[src/rtl/ysyx_23060203_pkg.sv]
// Shared types and constants for the ysyx_23060203 fetch stage.
package ysyx_23060203_pkg;

  // One-hot fetch FSM encoding.
  typedef enum logic [2:0] {
    RUN   = 3'b001,
    DRAIN = 3'b010,
    FENCE = 3'b100
  } fetch_state_t;

  localparam logic [31:0] RESET_PC_DEFAULT = 32'h3000_0000;

  // The cache is always looked up on a word boundary, even for a misaligned PC.
  function automatic logic [31:0] align_word(input logic [31:0] addr);
    return {addr[31:2], 2'b00};
  endfunction

endpackage

[src/rtl/ysyx_23060203_ifetch.sv]
// PC generation and fetch control in front of the instruction cache.
// Owns the fetch PC, holds the lookup address steady across misses, applies
// redirects from execute and sequences the fence.i invalidate pulse.
//
// Handshake: out_valid/out_ready follow strict valid/ready rules. A word
// transfers on a clock edge where out_valid & out_ready are both high; while
// out_valid & ~out_ready the out_* registers do not change. A redirect drops
// out_valid unconditionally, so a stalled word is discarded.
module ysyx_23060203_ifetch
  import ysyx_23060203_pkg::*;
#(
  parameter logic [31:0] RESET_PC = RESET_PC_DEFAULT
) (
  input  logic        clock,
  input  logic        reset,
  input  logic        redirect_valid,
  input  logic [31:0] redirect_pc,
  input  logic        fencei_req,
  output logic [31:0] icache_addr,
  input  logic        icache_hit,
  input  logic [31:0] icache_inst,
  output logic        icache_fencei,
  output logic        out_valid,
  input  logic        out_ready,
  output logic [31:0] out_pc,
  output logic [31:0] out_inst,
  output logic        out_fault
);

  fetch_state_t state_q, state_d;
  logic [31:0]  pc_q, pc_d;
  logic [31:0]  redir_pc_q, redir_pc_d;
  logic         fence_pend_q, fence_pend_d;
  logic         out_valid_q, out_valid_d;
  logic [31:0]  out_pc_q, out_pc_d;
  logic [31:0]  out_inst_q, out_inst_d;
  logic         out_fault_q, out_fault_d;
  logic         fencei;

  // In DRAIN a same-cycle redirect is younger than the latched one and wins.
  logic [31:0]  drain_tgt;
  logic         drain_fence;
  logic         pc_misaligned;

  assign drain_tgt     = redirect_valid ? redirect_pc : redir_pc_q;
  assign drain_fence   = fence_pend_q | (redirect_valid & fencei_req);
  assign pc_misaligned = (pc_q[1:0] != 2'b00);

  // Next-state, PC update, output-slot and fence pulse logic.
  always_comb begin
    state_d      = state_q;
    pc_d         = pc_q;
    redir_pc_d   = redir_pc_q;
    fence_pend_d = fence_pend_q;
    out_valid_d  = out_valid_q;
    out_pc_d     = out_pc_q;
    out_inst_d   = out_inst_q;
    out_fault_d  = out_fault_q;
    fencei       = 1'b0;

    // A consumed word empties the slot unless a capture refills it below.
    if (out_valid_q && out_ready) begin
      out_valid_d = 1'b0;
    end

    unique case (state_q)
      RUN: begin
        if (redirect_valid) begin
          if (icache_hit) begin
            pc_d = redirect_pc;
            if (fencei_req) begin
              state_d      = FENCE;
              fence_pend_d = 1'b1;
            end
          end else begin
            // Address must not move during a miss: park the target.
            redir_pc_d   = redirect_pc;
            fence_pend_d = fencei_req;
            state_d      = DRAIN;
          end
        end else if (icache_hit && (!out_valid_q || out_ready)) begin
          out_valid_d = 1'b1;
          out_pc_d    = pc_q;
          out_inst_d  = pc_misaligned ? 32'h0 : icache_inst;
          out_fault_d = pc_misaligned;
          pc_d        = pc_q + 32'd4;
        end
      end
      DRAIN: begin
        if (icache_hit) begin
          // The refill for the stale address completed; drop the word.
          pc_d         = drain_tgt;
          fence_pend_d = drain_fence;
          state_d      = drain_fence ? FENCE : RUN;
        end else begin
          redir_pc_d   = drain_tgt;
          fence_pend_d = drain_fence;
        end
      end
      FENCE: begin
        if (icache_hit) begin
          fencei       = 1'b1;
          fence_pend_d = 1'b0;
          state_d      = RUN;
          if (redirect_valid) begin
            pc_d = redirect_pc;
            if (fencei_req) begin
              state_d      = FENCE;
              fence_pend_d = 1'b1;
            end
          end
        end else if (redirect_valid) begin
          redir_pc_d   = redirect_pc;
          fence_pend_d = 1'b1;
          state_d      = DRAIN;
        end
      end
      default: begin
        state_d = RUN;
      end
    endcase

    if (redirect_valid) begin
      out_valid_d = 1'b0;
    end
  end

  // State, PC and output-slot registers.
  always_ff @(posedge clock or posedge reset) begin
    if (reset) begin
      state_q      <= RUN;
      pc_q         <= RESET_PC;
      redir_pc_q   <= 32'h0;
      fence_pend_q <= 1'b0;
      out_valid_q  <= 1'b0;
      out_pc_q     <= 32'h0;
      out_inst_q   <= 32'h0;
      out_fault_q  <= 1'b0;
    end else begin
      state_q      <= state_d;
      pc_q         <= pc_d;
      redir_pc_q   <= redir_pc_d;
      fence_pend_q <= fence_pend_d;
      out_valid_q  <= out_valid_d;
      out_pc_q     <= out_pc_d;
      out_inst_q   <= out_inst_d;
      out_fault_q  <= out_fault_d;
    end
  end

  assign icache_addr   = align_word(pc_q);
  assign icache_fencei = fencei;
  assign out_valid     = out_valid_q;
  assign out_pc        = out_pc_q;
  assign out_inst      = out_inst_q;
  assign out_fault     = out_fault_q;

endmodule
[config.mk]
export PLATFORM = sky130hd
export DESIGN_NAME = ysyx_23060203_ifetch
export DESIGN_NICKNAME = d
export VERILOG_FILES = /design/src/rtl/ysyx_23060203_pkg.sv /design/src/rtl/ysyx_23060203_ifetch.sv
export SDC_FILE = /design/constraint.sdc
export NUM_CORES = 1
export LEC_CHECK = 0
export CAP_MARGIN = 20
export CORE_ASPECT_RATIO = 0.6
export CORE_UTILIZATION = 50
export DETAILED_ROUTE_END_ITERATION = 7
export HOLD_SLACK_MARGIN = 0.1
export PLACE_DENSITY = 0.87
export SLEW_MARGIN = 20
export SYNTH_ARGS = -nofsm -noshare
export SYNTH_HDL_FRONTEND = slang
export SYNTH_SLANG_ARGS = --single-unit
[constraint.sdc]
create_clock -name clock -period 6 [get_ports clock]
set_input_delay 1.2 -clock clock [delete_from_list [all_inputs] [get_ports clock]]
set_output_delay 1.2 -clock clock [all_outputs]
set_load 0.02 [all_outputs]
======== After elaboration in Yosys (flattened, before gate mapping) ========
Cells that the tools add are included.
operators by class
  eq/ne operators ......................... 13
  bitwise operators ....................... 3
  $add $sub $neg .......................... 1
  muxes and demuxes ....................... 37
  reduce and logical (&&, ||, !) cells .... 13
operator list
  operator               count
  $mux 32                11
  $pmux 32 s3            1
  $pmux 32 s2            1
  $add 32x3->32 const B  1
  $mux 3                 9
  $mux 1                 13
  $ne 2x2->1 const B     6
  $ne 3x3->1 const B     4
  $reduce_and 4->1       3
  $pmux 3 s3             1
  $reduce_and 6->1       1
  $reduce_bool 2->1      2
  $eq 3x1->1 const B     1
  $eq 3x2->1 const B     1
  $eq 3x3->1 const B     1
  $pmux 1 s3             1
  $reduce_and 3->1       1
  $reduce_bool 3->1      1
  $logic_and 1x1->1      2
  $reduce_or 2->1        1
  $and 1x1->1            1
  $logic_not 1->1        1
  $logic_or 1x1->1       1
  $not 1->1              1
  $or 1x1->1             1
storage, ports and cells
  logic and storage cells ................. 75
  bits in registers ....................... 134
  input port bits ......................... 70

======== Logic depth before layout (Yosys ltp) ========
  depth in word-level cells ............... 6
  mapped depth ............................ 7
  depth with buffers taken out ............ 6

======== Worst setup path after synthesis ========
OpenSTA, ideal clock, no wires.
  path kind ............................... input to output
  start ................................... in icache_hit
  end ..................................... out icache_fencei
  stages .................................. 2
  arrival ................................. 1.645 ns
  slack ................................... 3.155 ns
  required time ........................... 4.800 ns
  buffers on the path ..................... 1
  path through ............................ buf_2 and3_1
on the way
  word-level cells in the longest chain between the ends .. 2
RTL lines
  element          line                         text
  start, declared  ysyx_23060203_ifetch.sv:20   input logic icache_hit,
  $mux 1           ysyx_23060203_ifetch.sv:101  if (icache_hit) begin
  $mux 1           ysyx_23060203_ifetch.sv:66   unique case (state_q)
  end, declared    ysyx_23060203_ifetch.sv:22   output logic icache_fencei,
No other way between the ends.

======== Final worst setup path ========
Same ends and word-level chain as after synthesis.

==> run metrics <==
CTS Hold Bufs 0; clk_lat worst skew 0.42 ns; Non-Filler Instances 990; switch share 38.88%; CTS HTree Levels 4; Die Wd roughly 150 µm; RSZ-0062 raised after global routing false; share of the synthesized area in the top cell type ~48%; 1st-pass router iterations 5; largest cells by area after synthesis dfrtp_1, nand2_1, a22o_1, mux2_1, buf_4; chip height ~93 µm; Final setup viols 0; CTS tree done; I/O Buffers 166; Root Driver clkbuf_16; largest area contributor in the netlist dfrtp_1; GR Overflow Total 0; die area between 10,000 and 15,000 µm²; synthesized flop and latch total about 130; CTS Sinks 134; combinational power share roughly 40%; Clock Path Buffers 2; status finished, final reports clean; # DRC 0; CTS clk-pin slew, worst paths 0.06 ns; fin nets 878; fill cell count around 970; CP max FO 19; Final min period 4.165 ns; Post-synth top flop dfrtp_1; Tcrit/Tclk final 69.42%; Final HPWL DP about 13,000 µm; vias in the first global route 5,680; final hold violations 0; Max Transition Viols Final 0; met3 Use GR under 10%; CP Launch Point icache_hit; met1 Use GR 42.01%; number of CTS-inserted buffers 17; Hold Crit Class register to register; Setup CP Type input pin to output port; Detail Route Antenna Nets 0; layout cells sized above 1 around 8.3%; most frequent cells in the layout clkdlybuf4s50_1, dfrtp_1, nand2_1; post-synth cell types 71; ANT cells 0; DR vias 6,011; setup TNS 0 ns; FMAX between 200 and 250 MHz; crit start category input pin; leakage power a little under 0.004 µW; CTS resizes 0; Routed WL about 19,000 µm; Worst EP arrival 2.96 ns; max cap viols 0; Peak supply drop 0.2464 mV; Least-Margin Pin Slew 1.059 ns; final clock skew about 0.010 ns; placed cells 957; Initial Util 52.39%; Rel. slew slack 28.89%; Ys Warns 0; Syn Area/Cell between 9 and 10 µm²; dpl ws 1.525 ns; routability cong. 0.8642; Area Growth Syn to Fin 30.64%; fin worst setup slack 1.835 ns; worst r2r src state_q[0]$_DFFE_PP1P_; first-pass GRT wire length 30,300 µm; busiest grt layer met1; post-synthesis sequential area ratio ~49%; Post-CTS Setup Inserts 0; critical hold path startpoint out_pc[27]$_DFFE_PP0P_; Clock Power Share a little under a quarter; Synth Instances 690; PwrDens 522.8 nW/µm²; mapped cell area 6880 µm²; Switch Pwr 1827 µW; Hold WS 0.4780 ns; most common cell after layout, fill and taps aside clkdlybuf4s50_1; core box area around 13,000 µm²; largest net degree at the start of global routing 82; EDFF count, synth 0; Boundary Pins 169; Post-synth ARST share 100.0%; Flop pwr share 37.8%; CP required 4.80 ns; Int Power 2872 µW; post-DR vias/cell just over 6; M2 GR Usage a little under two fifths; number of DRC markers in iteration 0 ~750; gr usage total 27.49%; Worst setup EP type output port; Cell Rows 32; average wire per standard cell 19.32 µm; initial antenna violation count 0
==> layout make-up <==
| cell class | count | area, µm² | share of cell area (%) |
|---|---|---|---|
| multi-input cells | 473 | 3064 | 34.09 |
| well taps | 170 | 212.7 | 2.366 |
| clock buffers | 18 | 429.2 | 4.775 |
| repair buffers | 172 | 1718 | 19.11 |
| flip-flops and latches | 134 | 3357 | 37.35 |
| inverters | 9 | 36.28 | 0.4037 |
| clock inverters | 14 | 171.4 | 1.907 |
==> metrics by stage <==
| stage | cell area, µm² | power (µW) | utilization, % |
|---|---|---|---|
| after floorplan | 6884 | 2860 | - |
| after global placement | 8363 | 3534 | 63.68 |
| after detailed placement | 8363 | 3615 | 63.68 |
| after CTS | 8964 | 4692 | 68.25 |
| after global routing | 8989 | 4935 | 68.45 |
| final | 8989 | 4699 | 68.45 |
==> flip-flops by register name, summed over array words and instances, names as in the netlist <==
name,count
fence_pend_q,1
out_fault,1
out_inst,32
out_pc,32
out_valid,1
pc_q,32
redir_pc_q,32
state_q,3
==> worst paths after layout <==
| kind | to | slack [ns] | cells after the start |
|---|---|---|---|
| worst max-delay path | icache_fencei | 1.84 | 3 |
| worst min-delay path | out_pc[27]$_DFFE_PP0P_ | 0.48 | 2 |
| worst max register to register | out_inst[9]$_DFFE_PP0P_ | 3.00 | 6 |
| worst min register to register | out_pc[27]$_DFFE_PP0P_ | 0.48 | 2 |
| max in group asynchronous | pc_q[16]$_DFFE_PP0P_ | 4.13 | 3 |
| min in group asynchronous | pc_q[26]$_DFFE_PP0P_ | 1.33 | 3 |
==> routing by layer <==
metal  vias up  wire length (µm)
met5         -                 0
met3        29              2374
met1      2898              8484
li1       2709                 -
met2       375              8035
met4         0               231
==> critical path, cell delays in order <==
cell,delay [ns]
clkdlybuf4s50_1,0.85
and3_1,0.29
clkdlybuf4s50_1,0.62
==> power groups by stage <==
stage | Combinational, µW | Sequential, µW | Clock [µW]
finish | 1850 | 1780 | 1070
global route | 1980 | 1830 | 1120
CTS | 1850 | 1760 | 1080
detailed placement | 1850 | 1770 | 0
global placement | 1790 | 1740 | 0
floorplan | 1040 | 1820 | 0
==> cell families after synthesis <==
group           count (synthesis)  synth area share (%)
simple gates                  252                 18.62
mux                            39                 6.438
other cells                     1               0.05450
buf+inv                        84                 7.001
xor+xnor                        9                 1.255
flops                         134                 48.79
fa+ha+maj                       1                0.1818
compound gates                170                 17.66
==> cells in the mapped netlist, types with 6 or more instances <==
cell      count
nor2_1       43
inv_1         8
a31oi_1      10
a211oi_1      7
dfrtp_1     131
a22oi_1      13
nand4_1      13
mux2_1       25
nand3_1      21
clkbuf_1     18
o22ai_1      10
nand2_1     112
mux2i_1       9
nor4_1        9
o21ai_0      12
a21oi_1      23
a22o_1       39
nor3_1        6
buf_2        19
o21ai_1      22
and2_1        6
and3_1        8
a221oi_1      7
xor2_1        7
buf_4        34
Power figures use the tool's default switching activity.
